--- src/rtl/reg_file_2r1w_if.sv ---
`default_nettype none
// ============================================================================
// Module      : reg_file_2r1w_if
// Description : Bus bundle for the 2-read / 1-write register file.
//               Carries the masked write request, two read address/data
//               pairs, the sweep-clear request and the status pulses.
//               master = requester side, slave = register file side.
// Revision    : 1.0 - initial release
// ============================================================================
interface reg_file_2r1w_if #(
  parameter int WIDTH = 8,
  parameter int DEPTH = 4
);
  localparam int AW = $clog2(DEPTH);

  logic             wr_en;
  logic [AW-1:0]    wr_addr;
  logic [WIDTH-1:0] wr_data;
  logic [WIDTH-1:0] wr_mask;
  logic [AW-1:0]    rd0_addr;
  logic [AW-1:0]    rd1_addr;
  logic [WIDTH-1:0] rd0_data;
  logic [WIDTH-1:0] rd1_data;
  logic             clr_req;
  logic             busy;
  logic             clr_done;
  logic             wr_err;

  modport master (
    output wr_en, wr_addr, wr_data, wr_mask, rd0_addr, rd1_addr, clr_req,
    input  rd0_data, rd1_data, busy, clr_done, wr_err
  );

  modport slave (
    input  wr_en, wr_addr, wr_data, wr_mask, rd0_addr, rd1_addr, clr_req,
    output rd0_data, rd1_data, busy, clr_done, wr_err
  );
endinterface
`default_nettype wire

--- src/rtl/reg_file_2r1w.sv ---
`default_nettype none
// ============================================================================
// Module      : reg_file_2r1w
// Description : DEPTH x WIDTH register file, one bit-masked write port and
//               two independent combinational read ports, with a sweep-clear
//               engine that zeroes one entry per cycle.
// Revision    : 1.0 - initial release
// Options     : REG_FILE_BYPASS_EN - when defined, an accepted write is
//               forwarded to a read port addressing the same entry in the
//               same cycle. Undefined: reads always show stored contents.
// Ports       : clk      - clock, rising edge
//               reset    - asynchronous active-high reset
//               bus      - reg_file_2r1w_if.slave:
//                 wr_en/wr_addr/wr_data/wr_mask  masked write request
//                 rd0_addr/rd1_addr -> rd0_data/rd1_data  combinational reads
//                 clr_req  start sweep-clear   busy      sweep in progress
//                 clr_done sweep-end pulse     wr_err    dropped-write pulse
// ============================================================================
module reg_file_2r1w #(
  parameter int WIDTH = 8,
  parameter int DEPTH = 4
) (
  input  wire logic        clk,
  input  wire logic        reset,
  reg_file_2r1w_if.slave   bus
);
  localparam int AW = $clog2(DEPTH);

  localparam logic [0:0]    c_IDLE  = 1'b0;
  localparam logic [0:0]    c_CLEAR = 1'b1;
  localparam logic [AW-1:0] c_LAST  = AW'(DEPTH - 1);
  localparam logic [AW-1:0] c_ONE   = AW'(1);

  logic [WIDTH-1:0] r_mem [DEPTH];
  logic [0:0]       r_state;
  logic [AW-1:0]    r_ptr;
  logic             r_busy;
  logic             r_clr_done;
  logic             r_wr_err;

  logic             w_idle;
  logic             w_wr_acc;
  logic             w_wr_drop;
  logic [WIDTH-1:0] w_merged;
  logic [WIDTH-1:0] w_rd0;
  logic [WIDTH-1:0] w_rd1;

  // A clear request sampled in IDLE takes priority over a same-cycle write.
  assign w_idle    = (r_state == c_IDLE);
  assign w_wr_acc  = w_idle & bus.wr_en & ~bus.clr_req;
  assign w_wr_drop = bus.wr_en & ~w_wr_acc;
  assign w_merged  = (r_mem[bus.wr_addr] & ~bus.wr_mask) |
                     (bus.wr_data & bus.wr_mask);

  // Sweep control: busy is a registered copy of "in CLEAR" so it rises the
  // cycle after clr_req is sampled and stays up for exactly DEPTH cycles.
  always_ff @(posedge clk or posedge reset) begin
    if (reset) begin
      r_state    <= c_IDLE;
      r_ptr      <= '0;
      r_busy     <= 1'b0;
      r_clr_done <= 1'b0;
      r_wr_err   <= 1'b0;
    end else begin
      r_clr_done <= 1'b0;
      r_wr_err   <= w_wr_drop;
      case (r_state)
        c_IDLE: begin
          if (bus.clr_req) begin
            r_state <= c_CLEAR;
            r_ptr   <= '0;
            r_busy  <= 1'b1;
          end
        end
        c_CLEAR: begin
          r_ptr <= r_ptr + c_ONE;
          if (r_ptr == c_LAST) begin
            r_state    <= c_IDLE;
            r_busy     <= 1'b0;
            r_clr_done <= 1'b1;
          end
        end
        default: begin
          r_state <= c_IDLE;
          r_busy  <= 1'b0;
        end
      endcase
    end
  end

  // Storage: the sweep owns the array while in CLEAR; writes only in IDLE.
  always_ff @(posedge clk or posedge reset) begin
    if (reset) begin
      for (int i = 0; i < DEPTH; i++) begin
        r_mem[i] <= '0;
      end
    end else if (r_state == c_CLEAR) begin
      r_mem[r_ptr] <= '0;
    end else if (w_wr_acc) begin
      r_mem[bus.wr_addr] <= w_merged;
    end
  end

  always_comb begin
    w_rd0 = r_mem[bus.rd0_addr];
    w_rd1 = r_mem[bus.rd1_addr];
`ifdef REG_FILE_BYPASS_EN
    if (w_wr_acc && (bus.rd0_addr == bus.wr_addr)) begin
      w_rd0 = w_merged;
    end
    if (w_wr_acc && (bus.rd1_addr == bus.wr_addr)) begin
      w_rd1 = w_merged;
    end
`else
    // Stored contents only; new data appears the cycle after the write edge.
`endif
  end

  assign bus.rd0_data = w_rd0;
  assign bus.rd1_data = w_rd1;
  assign bus.busy     = r_busy;
  assign bus.clr_done = r_clr_done;
  assign bus.wr_err   = r_wr_err;

endmodule
`default_nettype wire

--- src/flat_wrapper.sv ---
// flat-port wrapper written by rule: the top's interface ports become plain ports
module reg_file_2r1w_flat 
#(
  parameter int WIDTH = 8,
  parameter int DEPTH = 4
)
  (clk, reset, bus_wr_en, bus_wr_addr, bus_wr_data, bus_wr_mask, bus_rd0_addr, bus_rd1_addr, bus_clr_req, bus_rd0_data, bus_rd1_data, bus_busy, bus_clr_done, bus_wr_err);
  reg_file_2r1w_if #(.WIDTH(WIDTH), .DEPTH(DEPTH)) bus_i ();
  input  wire logic clk;
  input  wire logic reset;
  input wire logic [$bits(bus_i.wr_en)-1:0] bus_wr_en;
  input wire logic [$bits(bus_i.wr_addr)-1:0] bus_wr_addr;
  input wire logic [$bits(bus_i.wr_data)-1:0] bus_wr_data;
  input wire logic [$bits(bus_i.wr_mask)-1:0] bus_wr_mask;
  input wire logic [$bits(bus_i.rd0_addr)-1:0] bus_rd0_addr;
  input wire logic [$bits(bus_i.rd1_addr)-1:0] bus_rd1_addr;
  input wire logic [$bits(bus_i.clr_req)-1:0] bus_clr_req;
  output wire logic [$bits(bus_i.rd0_data)-1:0] bus_rd0_data;
  output wire logic [$bits(bus_i.rd1_data)-1:0] bus_rd1_data;
  output wire logic [$bits(bus_i.busy)-1:0] bus_busy;
  output wire logic [$bits(bus_i.clr_done)-1:0] bus_clr_done;
  output wire logic [$bits(bus_i.wr_err)-1:0] bus_wr_err;
  assign bus_i.wr_en = bus_wr_en;
  assign bus_i.wr_addr = bus_wr_addr;
  assign bus_i.wr_data = bus_wr_data;
  assign bus_i.wr_mask = bus_wr_mask;
  assign bus_i.rd0_addr = bus_rd0_addr;
  assign bus_i.rd1_addr = bus_rd1_addr;
  assign bus_i.clr_req = bus_clr_req;
  assign bus_rd0_data = bus_i.rd0_data;
  assign bus_rd1_data = bus_i.rd1_data;
  assign bus_busy = bus_i.busy;
  assign bus_clr_done = bus_i.clr_done;
  assign bus_wr_err = bus_i.wr_err;
  reg_file_2r1w #(.WIDTH(WIDTH), .DEPTH(DEPTH)) u_core (.clk(clk), .reset(reset), .bus(bus_i));
endmodule
--- config.mk ---
export PLATFORM = sky130hd
export DESIGN_NAME = reg_file_2r1w_flat
export DESIGN_NICKNAME = d
export VERILOG_FILES = /design/src/rtl/reg_file_2r1w_if.sv /design/src/rtl/reg_file_2r1w.sv /design/src/flat_wrapper.sv
export SDC_FILE = /design/constraint.sdc
export NUM_CORES = 1
export LEC_CHECK = 0
export BUFFER_PORTS_ARGS = -buffer_cell sky130_fd_sc_hd__clkbuf_2
export CORE_ASPECT_RATIO = 1.5
export CORE_MARGIN = 2
export CORE_UTILIZATION = 50
export CTS_CLUSTER_SIZE = 14
export DETAILED_ROUTE_END_ITERATION = 12
export MAX_ROUTING_LAYER = met4
export PLACE_DENSITY_LB_ADDON = 0.12
export SYNTH_ARGS = -nofsm -noshare
export SYNTH_HDL_FRONTEND = slang
export SYNTH_SLANG_ARGS = --single-unit
--- constraint.sdc ---
create_clock -name clk -period 1.6 [get_ports clk]
set_input_delay 0.32 -clock clk [delete_from_list [all_inputs] [get_ports clk]]
set_output_delay 0.32 -clock clk [all_outputs]
set_load 0.03 [all_outputs]
After elaboration in Yosys (flattened, before gate mapping)
Cells that the tools add are included.
{ "op_classes": {"n_addsub": 1, "n_mul": 0, "div": 0, "magnitude_cmp": 6, "eq_ne": 3, "shifts": 0, "mux": 26, "n_bitwise": 16, "reduce_logical": 4} }
{ "ops": {"columns": ["cell", "n"], "rows": [
  ["$mux 32", 2],
  ["$mux 8", 8],
  ["$bmux 8 s2", 3],
  ["$and 32x32->32", 1],
  ["$bwmux 32", 1],
  ["$demux 8 s2", 2],
  ["$not 32->32", 1],
  ["$and 8x8->8", 2],
  ["$ge 3x3->1 const B", 4],
  ["$not 2->3", 4],
  ["$not 8->8", 1],
  ["$or 8x8->8", 1],
  ["$lt 3x1->1 const B", 2],
  ["$mux 1", 6],
  ["$ne 2x2->1 const B", 2],
  ["$pmux 1 s2", 2],
  ["$pmux 2 s2", 1],
  ["$and 1x1->1", 3],
  ["$not 1->1", 3],
  ["$add 2x1->2 const B", 1],
  ["$eq 2x2->1 const B", 1],
  ["$logic_and 1x1->1", 2],
  ["$mux 2", 1],
  ["$reduce_and 2->1", 1],
  ["$reduce_bool 2->1", 1]
]} }
{ "word_totals": {"register_bits": 38, "latchBits": 0, "ram_bits": 0, "mem_bits_ro": 0, "output_inout_bits": 19, "word_cells": 65, "mem_count": 0} }

Longest topological paths before layout
Gate-level depths: netlist (run 1).
{ "depth": {"ltp_word": 9, "depth_mapped": 5, "ltp_nobuf": 5} }

Worst setup path after synthesis (run 1)
No wires, ideal clock.
{ "synth_path": {"path_kind": "input -> output", "start": "input port bus_rd0_addr[1]", "end": "output port bus_rd0_data[7]", "arrival_time_ps": 1251, "path_slack_ps": 29, "stages": 2, "n_path_buf": 1, "path_cell_list": "clkbuf_1 mux4_2"} }
{ "synth_via": {"elab_chain_len": 4} }
{ "synth_rtl": {"columns": ["element", "line", "rtl"], "rows": [
  ["from (decl)", "flat_wrapper.sv:15", "input wire logic [$bits(bus_i.rd0_addr)-1:0] bus_rd0_addr;"],
  ["$not 2->3 (not written as such)", "reg_file_2r1w.sv:105", "w_rd0 = r_mem[bus.rd0_addr];"],
  ["$bmux 8 s2", "reg_file_2r1w.sv:105", null],
  ["$mux 8 (not written as such) (2 in a row)", "reg_file_2r1w.sv:105", null],
  ["to (decl)", "flat_wrapper.sv:18", "output wire logic [$bits(bus_i.rd0_data)-1:0] bus_rd0_data;"]
]} }
Every way passes these cells. The select of a mux whose other input is x is not followed.

Worst setup path after layout (run 1)
{ "layout_path": {"start": "register u_core.r_mem[12] in the netlist's numbering", "end": "output port bus_rd1_data[4]"} }
{ "layout_via": {"elab_chain_len": 3} }
{ "layout_rtl": {"columns": ["element", "line", "rtl"], "rows": [
  ["from (decl)", "reg_file_2r1w.sv:34", "logic [WIDTH-1:0] r_mem [DEPTH];"],
  ["from (signal, indexed assignment)", "reg_file_2r1w.sv:100", "r_mem[bus.wr_addr] <= w_merged;"],
  ["$bmux 8 s2", "reg_file_2r1w.sv:106", "w_rd1 = r_mem[bus.rd1_addr];"],
  ["$mux 8 (not written as such) (2 in a row)", "reg_file_2r1w.sv:106", null],
  ["to (decl)", "flat_wrapper.sv:19", "output wire logic [$bits(bus_i.rd1_data)-1:0] bus_rd1_data;"]
]} }
Every way passes these cells. The select of a mux whose other input is x is not followed.

==> flow_summary.yaml, run 1 <==
synthesis:
  syn_area_per_cell_sq_um: 12.86
  syn_area_sq_um: 2276
  syn-num-nets: 207
  synth-seq-cells: 38
  yosysSeqAreaShare_pct: 41.78
  yosysWarnings: 0
  synthCells: 177
  yosysUniqueCellTypes: 29
sta:
  holdWs_ns: 0.1267
  max_freq_mhz: 591.7
  setup_tns_ns: -1.136
  finalCritPeriodShare_pct: 105.6
  slew_headroom_pct: 66.44
  hold_viol: 0
  finalMaxSlewViolations: 0
  setup_viol: 16
  worst_slew_pin_slew_ns: 0.5034
  rsz0062_at_grt: "true"
  fin_skew_ns: 0.006782
  fin_crit_ns: 1.690
  worst_slack_ns: -0.08997
die:
  die_y_microns: 86.63
  coreArea_sq_um: 4467
  initial_utilization_pct: 50.95
  die_area_sq_um: 5119
  die_w_microns: 59.09
  num_rows: 30
  io_pins: 45
clocking:
  tritoncts: "done"
  clk_pin_slew_ns: 0.07
  clk_latency_ns: 0.29
  htree_levels: 2
  cts_root_buf: "clkbuf_8"
  cts_made_buffers: 5
  cts_max_path_buffers: 2
  cts.sinks: 38
placement:
  port_buffers: 44
  place.gp.congestion: 0.8580
  place_ws_ns: -0.008697
  dp_hpwl_mm: 4.508
  dpl_cell_area_sq_um: 2785
  placedCellCount: 292
drt:
  ant_nets: 0
  route.detailed.drc: 0
  wl_per_cell_microns: 20.38
  avgViaCountPerCell: 6.272
  routed_wirelength_mm: 6.523
  dr.first_iter.drc_count: 108
  num_vias: 2007
  firstDrtPassIters: 4
power:
  ir_drop_mv: 0.8169
  p_total_mw: 4.306
  cellLeakagePower_nw: 1.617
  pwr_density_cell_nw_per_um2: 1348
final_layout:
  drive_gt1_share_pct: 49.63
  antenna_cells: 0
  final_area_sq_um: 3194
  area_delta_synth_final_pct: 40.35
  final_core_util_pct: 71.51
  final_nets: 303
  final_cells: 320
run:
  drv_cap: 0
outcome:
  status: "complete, but fails checks"
  violations: "setup timing"
critical_path:
  critPathArrivalTime_ns: 1.37
  worstSetupEndpointType: "output port"
  crit_required_ns: 1.28
  start_kind: "flop"
  critPathKind: "reg -> out"
  crit_path_max_fanout: 3
global_route:
  grt-ovfl-total: 0
  grt_use_total_pct: 28.97
  grt_antenna_before_repair: 0
  grt_pass1_wl_mm: 10.71
  grt_max_degree: 39
  grt_pass1_vias: 2153
min_path:
  holdCritPathClass: "in -> async"
flip-flops by register name, summed over array words and instances (netlist names):
| signal | cells |
|---|---|
| u_core.r_mem | 32 |
| u_core.r_ptr | 2 |
| u_core.bus.busy | 1 |
| u_core.bus.clr_done | 1 |
| u_core.bus.wr_err | 1 |
| u_core.r_state | 1 |
area by class of cell:
class | count | area [sq um]
fillers | 324 | 1272
well taps | 48 | 60.06
inverters | 13 | 48.80
multi-input cells | 115 | 1200
flip-flops and latches | 38 | 952.2
repair buffers | 100 | 850.8
clock buffers | 6 | 82.58
layout by cell type, fill, tap and decap left out:
master and count:
buf_12 4, nor3_4 2, and3_1 2, dfrtp_2 1
a32oi_1 1, clkbuf_8 6, nand2b_1 1, a22oi_1 2
nor2_1 10, ha_1 4, and2_2 1, a22o_1 28
a222oi_1 7, mux4_2 16, buf_8 16, or3b_4 1
nor3b_1 1, and2b_2 7, nand2_1 4, dfrtp_1 37
o31ai_1 1, mux2i_1 16, o31a_4 1, clkbuf_2 28
buf_4 52, nor2b_1 2, a32o_1 4, inv_1 13
o21ai_0 3, a31oi_1 1
cells in the mapped netlist:
cell,instances,share of area [%]
mux4_2,16,16
nand2b_1,1,0.28
or3b_4,1,0.49
and2b_2,7,2.7
ha_1,4,2.2
a32oi_1,1,0.38
dfrtp_1,38,42
o31a_4,1,0.77
a31oi_1,1,0.28
nor2_1,10,1.6
buf_4,1,0.33
buf_6,2,0.99
nor3_4,2,1.4
a32o_1,4,1.8
inv_1,13,2.1
a222oi_1,7,3.1
clkbuf_1,2,0.33
o31ai_1,1,0.33
and3_1,2,0.55
and2_2,1,0.33
nor2b_1,2,0.55
o21ai_0,3,0.66
a22o_1,28,11
nor3b_1,1,0.33
buf_2,5,1.1
mux2i_1,16,7.0
a22oi_1,2,0.66
clkbuf_8,1,0.60
nand2_1,4,0.66
per-layer routing:
metal	share of wire (%)	up-vias	GRT usage, %
li1	-	887	-
met1	38	1018	33.73
met2	55	89	48.89
met3	5.6	13	4.925
met4	2.2	0	11.57
met5	0	-	-
worst max-delay path, cell delays in order (launching register included):
cell	delay (ns)
dfrtp_1	0.41
mux4_2	0.51
buf_8	0.16
power by group:
group | leakage [nW] | internal, mW | switching [mW]
Clock | 0.0431 | 0.332 | 0.313
Sequential | 0.510 | 1.23 | 0.253
Combinational | 1.06 | 1.15 | 1.02
kinds of logic (layout without fill, tap and decap cells):
| logic type | Yosys count | count (layout) | share of synthesized area, % |
|---|---|---|---|
| flip-flops | 38 | 38 | 41.78 |
| buffers and inverters | 24 | 119 | 5.498 |
| AND/OR/NAND/NOR | 31 | 31 | 8.961 |
| AO/OA/AOI/OAI | 48 | 48 | 18.69 |
| multiplexers | 32 | 32 | 22.87 |
| adder cells (fa/ha/maj) | 4 | 4 | 2.199 |
worst paths after layout:
check / slack, ns / endpoint / cells past startpoint / startpoint
worst max-delay path: -0.09 / bus_rd1_data[4] / 2 / u_core.r_mem[12]$_DFFE_PP0P_
worst min-delay path: 0.13 / u_core.bus.clr_done$_DFF_PP0_ / 3 / reset
worst max register to register: 0.06 / u_core.r_mem[17]$_DFFE_PP0P_ / 3 / u_core.r_state$_DFF_PP0_
worst min register to register: 0.54 / u_core.r_ptr[0]$_DFFE_PP0P_ / 1 / u_core.r_ptr[0]$_DFFE_PP0P_
max in group asynchronous: 1.10 / u_core.r_ptr[0]$_DFFE_PP0P_ / 3 / reset
min in group clk: 0.28 / u_core.bus.wr_err$_DFF_PP0_ / 2 / bus_wr_en
repair_timing:
item,CTS,global route
hold buffers,0,0
pin swaps,0,0
setup endpoints to repair,16,17
setup buffers,15,7
gates resized for setup,32,17
(Power assumes the default switching activity.)
==> run 2, diff against run 1 <==
--- a/config.mk
+++ b/config.mk
@@ -8,7 +8,8 @@
 export BUFFER_PORTS_ARGS = -buffer_cell sky130_fd_sc_hd__clkbuf_2
 export CORE_ASPECT_RATIO = 1.5
 export CORE_MARGIN = 2
-export CORE_UTILIZATION = 50
+export CORE_UTILIZATION = 55
+export CTS_CLUSTER_DIAMETER = 30
 export CTS_CLUSTER_SIZE = 14
 export DETAILED_ROUTE_END_ITERATION = 12
 export MAX_ROUTING_LAYER = met4
@@ -16,3 +17,4 @@
 export SYNTH_ARGS = -nofsm -noshare
 export SYNTH_HDL_FRONTEND = slang
 export SYNTH_SLANG_ARGS = --single-unit
+export TNS_END_PERCENT = 1
==> constraint.sdc (replaced) <==
create_clock -name clk -period 1.8 [get_ports clk]
set_input_delay 0.36 -clock clk [delete_from_list [all_inputs] [get_ports clk]]
set_output_delay 0.36 -clock clk [all_outputs]
set_load 0.03 [all_outputs]
==> run 2 against run 1 <==
Clock-buffer cell count is the same. Sequential share of layout area grew 4.4 points. Worst setup slack gained 0.12 ns. Critical endpoint is now bus_rd0_data[4]. The flow now finishes without violations.
==> flow_summary.yaml, run 2 (synthesized netlist as in run 1, its figures left out) <==
clocking:
  cts_made_buffers: 5
  clk_pin_slew_ns: 0.08
  cts_max_path_buffers: 2
  cts.sinks: 38
  tritoncts: "done"
  clk_latency_ns: 0.29
  htree_levels: 2
  cts_root_buf: "clkbuf_8"
critical_path:
  worstRegToRegCells: 4
  timing.rr.start: "u_core.r_state$_DFF_PP0_"
  worstSetupEndpointType: "output port"
  start_kind: "flop"
  critPathArrivalTime_ns: 1.41
  crit_required_ns: 1.44
  crit_path_max_fanout: 4
  critPathKind: "reg -> out"
  rr_endpoint: "u_core.r_mem[15]$_DFFE_PP0P_"
  r2r_slack_ns: 0.09
drt:
  avgViaCountPerCell: 6.681
  route.detailed.drc: 0
  routed_wirelength_mm: 6.071
  firstDrtPassIters: 4
  ant_nets: 0
  dr.first_iter.drc_count: 117
  wl_per_cell_microns: 21.76
  num_vias: 1864
sta:
  worst_slew_pin_slew_ns: 0.6273
  setup_viol: 0
  rsz0062_at_grt: "false"
  finalMaxSlewViolations: 0
  fin_crit_ns: 1.773
  max_freq_mhz: 564.0
  finalCritPeriodShare_pct: 98.51
  slew_headroom_pct: 58.18
  hold_viol: 0
  setup_tns_ns: 0
  fin_skew_ns: 0.007154
final_layout:
  fillers: 287
  largest_reg_flops: 32
  final_area_sq_um: 2783
  drive_gt1_share_pct: 42.31
  regArea_sq_um: 950.9
  reg_top3: "u_core.r_mem x32, u_core.r_ptr x2"
  final_core_util_pct: 70.29
  final_nets: 263
  largest-register: "u_core.r_mem"
  final_common_cell: "clkbuf_2"
  multi_input_area_sq_um: 1219
  layout_common_cells: "clkbuf_2 (44), dfrtp_1 (38), a22o_1 (28), mux2i_1 (16), mux4_2 (16)"
  area_delta_synth_final_pct: 22.27
  antenna_cells: 0
die:
  die_area_sq_um: 4679
  coreArea_sq_um: 3959
  die_y_microns: 82.79
  io_pins: 45
  initial_utilization_pct: 57.49
  num_rows: 28
  die_w_microns: 56.53
global_route:
  grt-ovfl-total: 0
  grt_use_total_pct: 27.39
  grt_antenna_before_repair: 0
  grt_max_degree: 39
  grt_pass1_vias: 1887
  grt_pass1_wl_mm: 9.301
power:
  ir_drop_mv: 0.9993
  p_total_mw: 3.654
  pwr_density_cell_nw_per_um2: 1313
  cellLeakagePower_nw: 1.393
placement:
  port_buffers: 44
  dpl_cell_area_sq_um: 2621
  dp_hpwl_mm: 4.141
  place.gp.congestion: 0.8489
min_path:
  holdCritPathClass: "in -> async"
outcome:
  status: "completed"
run:
  drv_cap: 0
## run 2: final cells by class
| cell class | count | share of cell area, % |
|---|---|---|
| clock buffers | 6 | 2.968 |
| clock inverters | 2 | 2.158 |
| inverters | 13 | 1.754 |
| multi-input cells | 115 | 43.79 |
| flip-flops and latches | 38 | 34.17 |
| well taps | 45 | 2.023 |
| repair buffers | 60 | 13.13 |
## run 2: metrics by stage
stage	setup slack [ns]	std cells	hold WS (ns)
floorplan	0.1485	177	0.4463
global placement	-0.02434	271	0.4717
detailed placement	-0.07964	271	0.4807
CTS	0.03580	279	0.1689
global route	0.001029	279	0.2075
finish	0.02682	279	0.1483
## run 2: critical path, cell delays in order, from the launching register on
cell,delay [ns]
dfrtp_1,0.42
mux4_2,0.49
clkbuf_2,0.20
## run 2: worst max path at each step
| stage | start | to | cells past startpoint | slack (ns) |
|---|---|---|---|---|
| 5_1_grt | u_core.r_mem[4]$_DFFE_PP0P_ | bus_rd1_data[4] | 2 | 0.001 |
| 3_3_place_gp | bus_wr_addr[0] | u_core.r_mem[9]$_DFFE_PP0P_ | 5 | -0.02 |
| 2_1_floorplan | bus_rd0_addr[1] | bus_rd0_data[7] | 2 | 0.15 |
| 3_5_place_dp | bus_wr_addr[0] | u_core.r_mem[9]$_DFFE_PP0P_ | 5 | -0.08 |
| 4_1_cts | u_core.r_mem[0]$_DFFE_PP0P_ | bus_rd0_data[0] | 2 | 0.04 |
| 6_report | u_core.r_mem[4]$_DFFE_PP0P_ | bus_rd0_data[4] | 2 | 0.03 |
## run 2: power breakdown
| group | internal [mW] | switching (mW) |
|---|---|---|
| Combinational | 0.612 | 0.785 |
| Sequential | 1.09 | 0.255 |
| Clock | 0.591 | 0.318 |
## run 2: layer usage
| metal | share of wire [%] | vias to the layer above | routed length, microns | track usage [%] |
|---|---|---|---|---|
| met5 | 0 | - | 0 | - |
| met4 | 3.0 | 0 | 184 | 11.67 |
| met3 | 8.0 | 18 | 483 | 4.806 |
| met2 | 52 | 108 | 3158 | 46.98 |
| met1 | 37 | 930 | 2245 | 31.88 |
| li1 | - | 808 | - | - |
## run 2: repair_timing
item / in CTS / in global routing
buffers inserted: 0 / 0
endpoints found under the setup margin: 0 / 15
hold buffers: 0 / 0
resized for setup: 0 / 3
==> run 3, diff against run 2 <==
--- a/config.mk
+++ b/config.mk
@@ -5,7 +5,9 @@
 export SDC_FILE = /design/constraint.sdc
 export NUM_CORES = 1
 export LEC_CHECK = 0
+export ABC_AREA = 0
 export BUFFER_PORTS_ARGS = -buffer_cell sky130_fd_sc_hd__clkbuf_2
+export CAP_MARGIN = 20
 export CORE_ASPECT_RATIO = 1.5
 export CORE_MARGIN = 2
 export CORE_UTILIZATION = 55
==> constraint.sdc (replaced) <==
create_clock -name clk -period 1.8 [get_ports clk]
set_input_delay 0.18 -clock clk [delete_from_list [all_inputs] [get_ports clk]]
set_output_delay 0.18 -clock clk [all_outputs]
set_load 0.03 [all_outputs]
==> run 3 against run 2 <==
Clock power fell by 31%. Critical path depth rose by 2. Design area fell by 3.1%. Largest power group unchanged. Non-clock buffer count rose by 1. Total power fell by 8.1%. Combinational power barely moved. Sequential power barely moved. Utilization fell by 2.1 points.
==> flow_summary.yaml, run 3 (synthesized netlist as in run 1, its figures left out) <==
power:
  pwr-share-comb_pct: 41.4
  power_frac_seq_pct: 40.0
  switching_power_mw: 1.341
  clock_power_share_pct: 18.6
  p_int_mw: 2.018
  ir_drop_mv: 0.8171
  cellLeakagePower_nw: 1.359
  swShare_pct: 39.93
  pwr_density_cell_nw_per_um2: 1245
die:
  initial_utilization_pct: 57.49
  die_area_sq_um: 4679
  die_y_microns: 82.79
  io_pins: 45
  coreArea_sq_um: 3959
  die_w_microns: 56.53
  num_rows: 28
final_layout:
  reg_top3: "u_core.r_mem x32, u_core.r_ptr x2"
  largest-register: "u_core.r_mem"
  area_delta_synth_final_pct: 18.53
  final_common_cell: "clkbuf_2"
  multi_input_area_sq_um: 1200
  final_area_sq_um: 2698
  layout_common_cells: "clkbuf_2 (44), dfrtp_1 (38), a22o_1 (28)"
  largest_reg_flops: 32
  final_nets: 264
  regArea_sq_um: 950.9
  drive_gt1_share_pct: 40.43
  final_cells: 280
  antenna_cells: 0
  fillers: 298
drt:
  num_vias: 1838
  wl_per_cell_microns: 21.49
  ant_nets: 0
  avgViaCountPerCell: 6.564
  route.detailed.drc: 0
  firstDrtPassIters: 5
  dr.first_iter.drc_count: 135
  routed_wirelength_mm: 6.016
critical_path:
  critPathArrivalTime_ns: 1.87
  worstSetupEndpointType: "flop"
  r2r_slack_ns: 0.17
  start_kind: "flop"
  critPathKind: "reg -> reg"
  crit_required_ns: 2.04
  crit_path_max_fanout: 8
global_route:
  grt_pass1_wl_mm: 9.418
  grt_pass1_vias: 1943
  grt_max_degree: 39
  grt-ovfl-total: 0
  grt_antenna_before_repair: 0
  grt_use_total_pct: 28.07
clocking:
  cts.sinks: 38
  cts_max_path_buffers: 2
  cts_root_buf: "clkbuf_8"
  htree_levels: 2
  clk_pin_slew_ns: 0.07
  tritoncts: "done"
  cts_resized: 0
  cts_setup_buffers: 0
  cts_made_buffers: 5
  clk_latency_ns: 0.30
sta:
  holdWs_ns: 0.1356
  setup_tns_ns: 0
  fin_skew_ns: 0.009997
  fin_crit_ns: 1.634
  hold_viol: 0
  setup_viol: 0
  slew_headroom_pct: 50.52
  finalCritPeriodShare_pct: 90.77
  worst_slack_ns: 0.1661
  finalMaxSlewViolations: 0
  rsz0062_at_grt: "false"
  worst_slew_pin_slew_ns: 0.7421
  max_freq_mhz: 612.0
run:
  drv_cap: 0
placement:
  place_ws_ns: 0.1991
  dpl_cell_area_sq_um: 2596
  dp_hpwl_mm: 4.260
  place.gp.congestion: 0.8692
  port_buffers: 44
  placedCellCount: 271
outcome:
  status: "completed"
min_path:
  holdCritPathClass: "in -> reg"
[run 3: changes by cell type in the layout (fill, tap and decap cells not counted), sizes merged]
cell | previous run | this run
bufinv | 2 | 0
clkbuf | 50 | 51
clkinv | 0 | 1
dlygate4sd3 | 0 | 1
[run 3: timing repair]
action | in CTS | in global routing
setup endpoints to repair | 0 | 0
endpoints found under the hold margin | 38 | 0
hold buffers | 1 | 0
[run 3: final timing paths]
path / end / cells after the start / startpoint
worst min register to register: u_core.r_mem[23]$_DFFE_PP0P_ / 1 / u_core.r_mem[23]$_DFFE_PP0P_
min in group asynchronous: u_core.r_mem[26]$_DFFE_PP0P_ / 4 / reset
max in group asynchronous: u_core.r_mem[6]$_DFFE_PP0P_ / 4 / reset
worst max register to register: u_core.r_mem[7]$_DFFE_PP0P_ / 4 / u_core.r_state$_DFF_PP0_
worst min-delay path: u_core.r_ptr[1]$_DFFE_PP0P_ / 2 / bus_clr_req
worst max-delay path: u_core.r_mem[7]$_DFFE_PP0P_ / 4 / u_core.r_state$_DFF_PP0_
[run 3: critical path, stage by stage (launching register included)]
cell and delay (ns):
dfrtp_1 0.42, nor3b_1 0.33, buf_4 0.19, and3_1 0.42
a32o_1 0.23
[run 3: routing by layer]
| layer | up-vias | GRT usage, % | wire [microns] |
|---|---|---|---|
| met5 | - | - | 0 |
| met2 | 95 | 44.30 | 3185 |
| met3 | 15 | 5.891 | 430 |
| li1 | 808 | - | - |
| met1 | 920 | 32.95 | 2251 |
| met4 | 0 | 17.62 | 148 |
[run 3: metrics by stage]
stage          power, mW  util (%)
3_3_place_gp       2.652     65.58
5_1_grt            3.510     68.14
6_report           3.359     68.14
3_5_place_dp       2.732     65.58
4_1_cts            3.355     68.14
2_1_floorplan      2.276         -
[run 3: final cells by class]
class                           instances  area share (%)
Tap cell                               45           2.087
Sequential cell                        38           35.25
Clock inverter                          1          0.1855
Timing Repair Buffer                   61           12.99
Clock buffer                            7           3.200
Multi-Input combinational cell        115           44.48
Inverter                               13           1.809
[run 3: power groups by stage]
stage,clock [mW],combinational [mW],sequential (mW)
global route,0.657,1.49,1.36
detailed placement,0,1.38,1.35
floorplan,0,0.974,1.30
CTS,0.626,1.40,1.33
finish,0.624,1.39,1.34
global placement,0,1.34,1.31
